`config.mk`:
```
export PLATFORM = sky130hd
export DESIGN_NAME = branch_predictor_flat
export DESIGN_NICKNAME = d
export VERILOG_FILES = /design/src/rtl/bp_pkg.sv /design/src/rtl/branch_predictor_if.sv /design/src/rtl/pred_fifo.sv /design/src/rtl/branch_predictor.sv /design/src/flat_wrapper.sv
export SDC_FILE = /design/constraint.sdc
export NUM_CORES = 1
export LEC_CHECK = 0
export CORE_UTILIZATION = 29
export CTS_BUF_LIST = sky130_fd_sc_hd__clkbuf_2
export DETAILED_ROUTE_END_ITERATION = 12
export PLACE_DENSITY = 0.48
export SYNTH_ARGS = -nofsm -noshare
export SYNTH_HDL_FRONTEND = slang
export SYNTH_SLANG_ARGS = --single-unit
export TNS_END_PERCENT = 100
```
`constraint.sdc`:
```
create_clock -name clock -period 4.6 [get_ports clock]
set_input_delay 0.46 -clock clock [delete_from_list [all_inputs] [get_ports clock]]
set_output_delay 0.46 -clock clock [all_outputs]
set_load 0.01 [all_outputs]
```
`src/rtl/bp_pkg.sv`:
```
// Shared types for the branch predictor: 2-bit saturating counter, its named
// states, the reset value, and the in-flight FIFO entry.
package bp_pkg;

    typedef logic [1:0] ctr_t;

    localparam ctr_t CTR_SNT   = 2'd0;
    localparam ctr_t CTR_WNT   = 2'd1;
    localparam ctr_t CTR_WT    = 2'd2;
    localparam ctr_t CTR_ST    = 2'd3;
    localparam ctr_t CTR_RESET = CTR_WNT;

    // Widest history a FIFO entry can carry; narrower histories are zero-extended.
    localparam int HIST_W = 16;

    typedef struct packed {
        logic [HIST_W-1:0] hist;
        logic              pred;
    } fifo_entry_t;

    function automatic ctr_t ctr_update(ctr_t c, logic taken);
        if (taken) begin
            return (c == CTR_ST) ? CTR_ST : ctr_t'(c + 2'd1);
        end
        return (c == CTR_SNT) ? CTR_SNT : ctr_t'(c - 2'd1);
    endfunction

endpackage

```
`src/rtl/branch_predictor_if.sv`:
```
// Fetch/decode-facing handshake of the branch predictor.
// master = fetch/decode side, slave = predictor.
interface branch_predictor_if #(
    parameter int FIFO_DEPTH = 4
);
    localparam int CNT_W = $clog2(FIFO_DEPTH) + 1;

    logic             lookup_valid;
    logic             lookup_ready;
    logic             pred_taken;
    logic             resolve_valid;
    logic             resolve_taken;
    logic             mispredict;
    logic [CNT_W-1:0] pend_count;

    modport master (
        output lookup_valid, resolve_valid, resolve_taken,
        input  lookup_ready, pred_taken, mispredict, pend_count
    );

    modport slave (
        input  lookup_valid, resolve_valid, resolve_taken,
        output lookup_ready, pred_taken, mispredict, pend_count
    );

endinterface

```
`src/rtl/pred_fifo.sv`:
```
// Synchronous FIFO of unresolved predictions with push, pop and a whole-queue
// flush; flush wins over any same-cycle push or pop.
module pred_fifo
    import bp_pkg::*;
#(
    parameter int DEPTH = 4
) (
    input  logic                   clk_i,
    input  logic                   rst_i,
    input  logic                   push_i,
    input  logic                   pop_i,
    input  logic                   flush_i,
    input  fifo_entry_t            wdata_i,
    output fifo_entry_t            rdata_o,
    output logic [$clog2(DEPTH):0] count_o
);
    localparam int PTR_W = $clog2(DEPTH);
    localparam int CNT_W = PTR_W + 1;

    logic [PTR_W-1:0] wr_q, wr_d, rd_q, rd_d;
    logic [CNT_W-1:0] cnt_q, cnt_d;
    fifo_entry_t      mem_q [DEPTH];

    // Power-of-two depth lets the pointers wrap by plain overflow.
    always_comb begin
        wr_d  = wr_q;
        rd_d  = rd_q;
        cnt_d = cnt_q;
        if (flush_i) begin
            wr_d  = '0;
            rd_d  = '0;
            cnt_d = '0;
        end else begin
            if (push_i) wr_d = wr_q + PTR_W'(1);
            if (pop_i)  rd_d = rd_q + PTR_W'(1);
            case ({push_i, pop_i})
                2'b10:   cnt_d = cnt_q + CNT_W'(1);
                2'b01:   cnt_d = cnt_q - CNT_W'(1);
                default: cnt_d = cnt_q;
            endcase
        end
    end

    always_ff @(posedge clk_i) begin
        if (rst_i) begin
            wr_q  <= '0;
            rd_q  <= '0;
            cnt_q <= '0;
        end else begin
            wr_q  <= wr_d;
            rd_q  <= rd_d;
            cnt_q <= cnt_d;
        end
    end

    always_ff @(posedge clk_i) begin
        if (push_i && !flush_i) mem_q[wr_q] <= wdata_i;
    end

    assign rdata_o = mem_q[rd_q];
    assign count_o = cnt_q;

endmodule

```
`src/rtl/branch_predictor.sv`:
```
// Global-history branch predictor: BHR-indexed table of 2-bit counters with
// speculative history and an in-flight FIFO. Optional macro BP_FWD_EN.
module branch_predictor
    import bp_pkg::*;
#(
    parameter int HIST_BITS  = 4,
    parameter int FIFO_DEPTH = 4
) (
    input  logic              clock,
    input  logic              reset,
    branch_predictor_if.slave bus
);
    localparam int TBL   = 2 ** HIST_BITS;
    localparam int CNT_W = $clog2(FIFO_DEPTH) + 1;

    ctr_t                 bpt_q [TBL];
    logic [HIST_BITS-1:0] bhr_q, bhr_d;

    fifo_entry_t          head, push_entry;
    logic [CNT_W-1:0]     count;
    logic [HIST_BITS-1:0] h;
    ctr_t                 upd_ctr, pred_ctr;
    logic                 resolve, accept;

    assign h       = head.hist[HIST_BITS-1:0];
    assign resolve = bus.resolve_valid && (count != '0);
    assign upd_ctr = ctr_update(bpt_q[h], bus.resolve_taken);

`ifdef BP_FWD_EN
    assign pred_ctr = (resolve && (h == bhr_q)) ? upd_ctr : bpt_q[bhr_q];
`else
    assign pred_ctr = bpt_q[bhr_q];
`endif

    assign bus.pred_taken   = pred_ctr[1];
    assign bus.mispredict   = resolve && (bus.resolve_taken != head.pred);
    assign bus.lookup_ready = (count != CNT_W'(FIFO_DEPTH)) && !bus.mispredict;
    assign bus.pend_count   = count;
    assign accept           = bus.lookup_valid && bus.lookup_ready;
    assign push_entry       = '{hist: HIST_W'(bhr_q), pred: bus.pred_taken};

    if (HIST_BITS < HIST_W) begin : g_hist_pad
        logic unused_hist_pad;
        assign unused_hist_pad = ^head.hist[HIST_W-1:HIST_BITS];
    end

    // A mispredict rebuilds history from the resolved branch, discarding speculation.
    always_comb begin
        bhr_d = bhr_q;
        if (bus.mispredict) begin
            bhr_d = {h[HIST_BITS-2:0], bus.resolve_taken};
        end else if (accept) begin
            bhr_d = {bhr_q[HIST_BITS-2:0], bus.pred_taken};
        end
    end

    always_ff @(posedge clock) begin
        if (reset) begin
            bhr_q <= '0;
            for (int i = 0; i < TBL; i++) bpt_q[i] <= CTR_RESET;
        end else begin
            bhr_q <= bhr_d;
            if (resolve) bpt_q[h] <= upd_ctr;
        end
    end

    pred_fifo #(
        .DEPTH (FIFO_DEPTH)
    ) u_fifo (
        .clk_i   (clock),
        .rst_i   (reset),
        .push_i  (accept),
        .pop_i   (resolve),
        .flush_i (bus.mispredict),
        .wdata_i (push_entry),
        .rdata_o (head),
        .count_o (count)
    );

endmodule

```
`src/flat_wrapper.sv`:
```
// flat-port wrapper written by rule: the top's interface ports become plain ports
module branch_predictor_flat import bp_pkg::*;
#(
    parameter int HIST_BITS  = 4,
    parameter int FIFO_DEPTH = 4
)
  (clock, reset, bus_lookup_valid, bus_resolve_valid, bus_resolve_taken, bus_lookup_ready, bus_pred_taken, bus_mispredict, bus_pend_count);
  branch_predictor_if #(.FIFO_DEPTH(FIFO_DEPTH)) bus_i ();
  input  logic clock;
  input  logic reset;
  input wire logic [$bits(bus_i.lookup_valid)-1:0] bus_lookup_valid;
  input wire logic [$bits(bus_i.resolve_valid)-1:0] bus_resolve_valid;
  input wire logic [$bits(bus_i.resolve_taken)-1:0] bus_resolve_taken;
  output wire logic [$bits(bus_i.lookup_ready)-1:0] bus_lookup_ready;
  output wire logic [$bits(bus_i.pred_taken)-1:0] bus_pred_taken;
  output wire logic [$bits(bus_i.mispredict)-1:0] bus_mispredict;
  output wire logic [$bits(bus_i.pend_count)-1:0] bus_pend_count;
  assign bus_i.lookup_valid = bus_lookup_valid;
  assign bus_i.resolve_valid = bus_resolve_valid;
  assign bus_i.resolve_taken = bus_resolve_taken;
  assign bus_lookup_ready = bus_i.lookup_ready;
  assign bus_pred_taken = bus_i.pred_taken;
  assign bus_mispredict = bus_i.mispredict;
  assign bus_pend_count = bus_i.pend_count;
  branch_predictor #(.HIST_BITS(HIST_BITS), .FIFO_DEPTH(FIFO_DEPTH)) u_core (.clock(clock), .reset(reset), .bus(bus_i));
endmodule
```
==> results_dict.tcl, run 1 <==
set metrics [dict create \
    status "finished, final reports clean" \
    synthesis.area_um2 3470 \
    crit_path_end_kind "output pin" \
    cts_tree "done" \
    fp.dieH_um 111 \
    ant_nets 0 \
    criticalPathCategory "flop to output pin" \
    post-route-period-util 0.853 \
    multiInputGateArea_um2 1480 \
    finalHoldViolations 0 \
    critPathRequiredTime_ns 4.14 \
    grt_pass1_wl_um 11600 \
    clock-sinks 69 \
    syn_nets 291 \
    groute.usage.overall 0.123 \
    cts_max_level 3 \
    pwr-share-comb 0.428 \
    slew_violations 0 \
    power_density_nw_per_um2 579 \
    ys_ff_latch 69 \
    critPathMaxStageDelay_ns 0.84 \
    drc_errors 0 \
    dieArea_um2 12400 \
    die_width_um 111 \
    yosys.area.top_type "edfxtp_1" \
    cts_setup_buffers 0 \
    crit_path_cell_trace "mux4_2 -> xnor2_1 -> or2_1 -> inv_2 -> a21oi_2 -> clkdlybuf4s50_1" \
    regArea_um2 1900 \
    synth_cell_types 39 \
    synthMuxAreaShare 0.170 \
    path_max_fanout 11 \
    synth_top_area_share 0.449 \
    place_hpwl_um 5160 \
    port_buffers 10 \
    ir_drop_uv 226 \
    pre_cts_slack_ns 1.12 \
    cap_violations 0 \
    drive_above_1_share 0.136 \
    cts.clk_slew.worst_paths_ns 0.24 \
    hold_class "flop to flop" \
    rows 39 \
    cts_resized 0 \
    fmax_mhz 255 \
    hold_ws_ns 0.543 \
    vias 2174 \
    sw_frac_of_total 0.415 \
    worst-path-buf-inv 2 \
    finalSetupViolCount 0 \
    synthTopCellsByArea "edfxtp_1 (45%), mux4_2 (12%), dfxtp_1 (9.8%)" \
    clk_latency_ns 0.51 \
    synth-compound-area-share 0.0320 \
    p_int_mw 1.29 \
    period_minus_slack_ns 3.93 \
    setup_slack_ns 0.674 \
    numCtsBuffers 9 \
    synth_top_family_by_area "simple AND/OR/NAND/NOR gates" \
    tightest_slew_ns 0.890 \
    cpMaxStageDelayCell "dfxtp_1" \
    drtPass1Iterations 4 \
    rsz0062_at_grt "false" \
    post-route-util 0.330 \
    clkPwrFrac 0.154 \
    place_inst 421 \
    wl_per_cell_um 16.3 \
    path_delay_family "flip-flops" \
    num-nets-final 300 \
    p_total_mw 2.21 \
    cts_buffer_depth 2 \
    yosysSeqAreaShare 0.547 \
    synth_fa_ha_area_frac 0.0295 \
    finalNonFillerCells 438 \
    setup_tns_ns 0 \
    drt_iter0_drc 63 \
    root_buffer "clkbuf_2" \
    synthXorXnorAreaFrac 0.0176 \
    grt_overflow_total 0 \
    nFillCells 1148 \
    coreArea_um2 11600 \
    slew_headroom 0.401 \
    crit_arrival_ns 3.47 \
    yosysWarnings 0 \
    routed_wirelength_um 7130 \
    io_pins 11 \
    synthSimpleGateAreaFrac 0.177 \
    avgSynthCellArea_um2 12.4 \
    holdBufCountCts 0 \
    grt_start_max_net_pins 25 \
    placed_area_um2 3700 \
    seq_power_share 0.418 \
    antenna_found_initial 1 \
    syn_inst 280 \
    vias_per_cell 4.96 \
    p_leak_nw 1.21 \
    critPathLaunchType "flop" \
    clock_skew_ns 0.0419 \
    first_global_vias 2136 \
    initial_core_util 0.300 \
    routabilityCongestion 0.749 \
    power_switching_uw 917 \
    stdcell_area_um2 3810 \
    area_delta_synth_final_pct 9.72 \
]
==> cell usage after synthesis (all sizes together) <==
library cell and count:
xor2 3, and2 3, mux2i 15, and3 5, inv 8, a32o 1
a311oi 3, nand2b 13, o31ai 1, o21ai 3, a211oi 1, nand3b 4
or2 7, nor4 1, maj3 2, nand2 28, nor2b 9, nand3 18
ha 5, a21oi 6, dfxtp 17, mux4 18, mux2 2, and4 1
nor2 27, nor3 6, nand4 2, fa 1, buf 6, clkbuf 7
xnor2 4, o32a 1, edfxtp 52
==> cells in the final DEF, fill, tap and decap left out, types with 3 or more instances in the layout <==
cell / instances
ha_1: 5
nor3_1: 6
nor2b_1: 9
clkdlybuf4s50_1: 10
nand2b_1: 13
xnor2_1: 4
and3_1: 5
xor2_1: 3
inv_1: 7
nand3b_1: 4
nor2_1: 27
nand2_1: 28
dfxtp_1: 17
inv_6: 3
a21oi_1: 5
mux4_2: 18
or2_1: 7
nand3_1: 18
edfxtp_1: 52
a311oi_1: 3
clkbuf_2: 9
mux2i_1: 14
and2_1: 3
==> state kept, by name (all words and copies together) (netlist names), named ones only <==
signal and cells:
u_core.bpt_q 32, u_core.u_fifo.wr_q 2, u_core.u_fifo.rd_q 2, u_core.bhr_q 4
u_core.u_fifo.mem_q 20, u_core.u_fifo.count_o 3
==> layer usage <==
layer | wire, um | vias up | global-route usage | share of wire
met5 | 0 | - | 0 | 0
met4 | 104 | 0 | 0.0595 | 0.015
met3 | 138 | 8 | 0.0191 | 0.019
met2 | 3340 | 28 | 0.193 | 0.47
met1 | 3550 | 1086 | 0.167 | 0.50
li1 | - | 1052 | - | -
==> worst paths after layout <==
| path | slack (ns) | depth (start not counted) | from | endpoint |
|---|---|---|---|---|
| worst max-delay path | 0.67 | 6 | flop | bus_lookup_ready |
| worst min-delay path | 0.54 | 0 | u_core.bhr_q[3] | u_core.u_fifo.mem_q[2][4] |
| worst max register to register | 1.11 | 11 | flop | u_core.u_fifo.count_o[2] |
| worst min register to register | 0.54 | 0 | u_core.bhr_q[3] | u_core.u_fifo.mem_q[2][4] |
==> cells by family (layout without fill, tap and decap cells) <==
| kind of cell | Yosys count | in the layout |
|---|---|---|
| DFF | 69 | 69 |
| muxes | 35 | 35 |
| other | 0 | 1 |
| and+or+nand+nor | 124 | 124 |
| xor gates and xnor gates | 7 | 7 |
| buffers and inverters | 21 | 35 |
| adders and majority gates | 8 | 8 |
| AOI/OAI and AO/OA | 16 | 16 |
==> area by class of cell <==
cell class / count / share of cell area
Tap cell: 143 / 0.0469
Clock buffer: 9 / 0.0118
Multi-Input combinational cell: 190 / 0.389
Antenna cell: 1 / 0.000656
Inverter: 8 / 0.00788
Clock inverter: 7 / 0.0171
Timing Repair Buffer: 11 / 0.0282
Sequential cell: 69 / 0.499
==> power by group through the flow <==
stage	Sequential [mW]	Combinational, mW	Clock, mW
2_1_floorplan	0.886	0.738	0
3_3_place_gp	0.943	0.961	0
3_5_place_dp	0.944	0.960	0
4_1_cts	0.928	0.966	0.350
5_1_grt	0.945	1.05	0.370
6_report	0.923	0.944	0.340
(Power assumes the default switching activity.)
==> run 2, diff against run 1 <==
Settings changed: TNS_END_PERCENT 100 to not set.
==> results of run 2 <==
No change in the layout: final DEF, timing and power equal those of run 1.
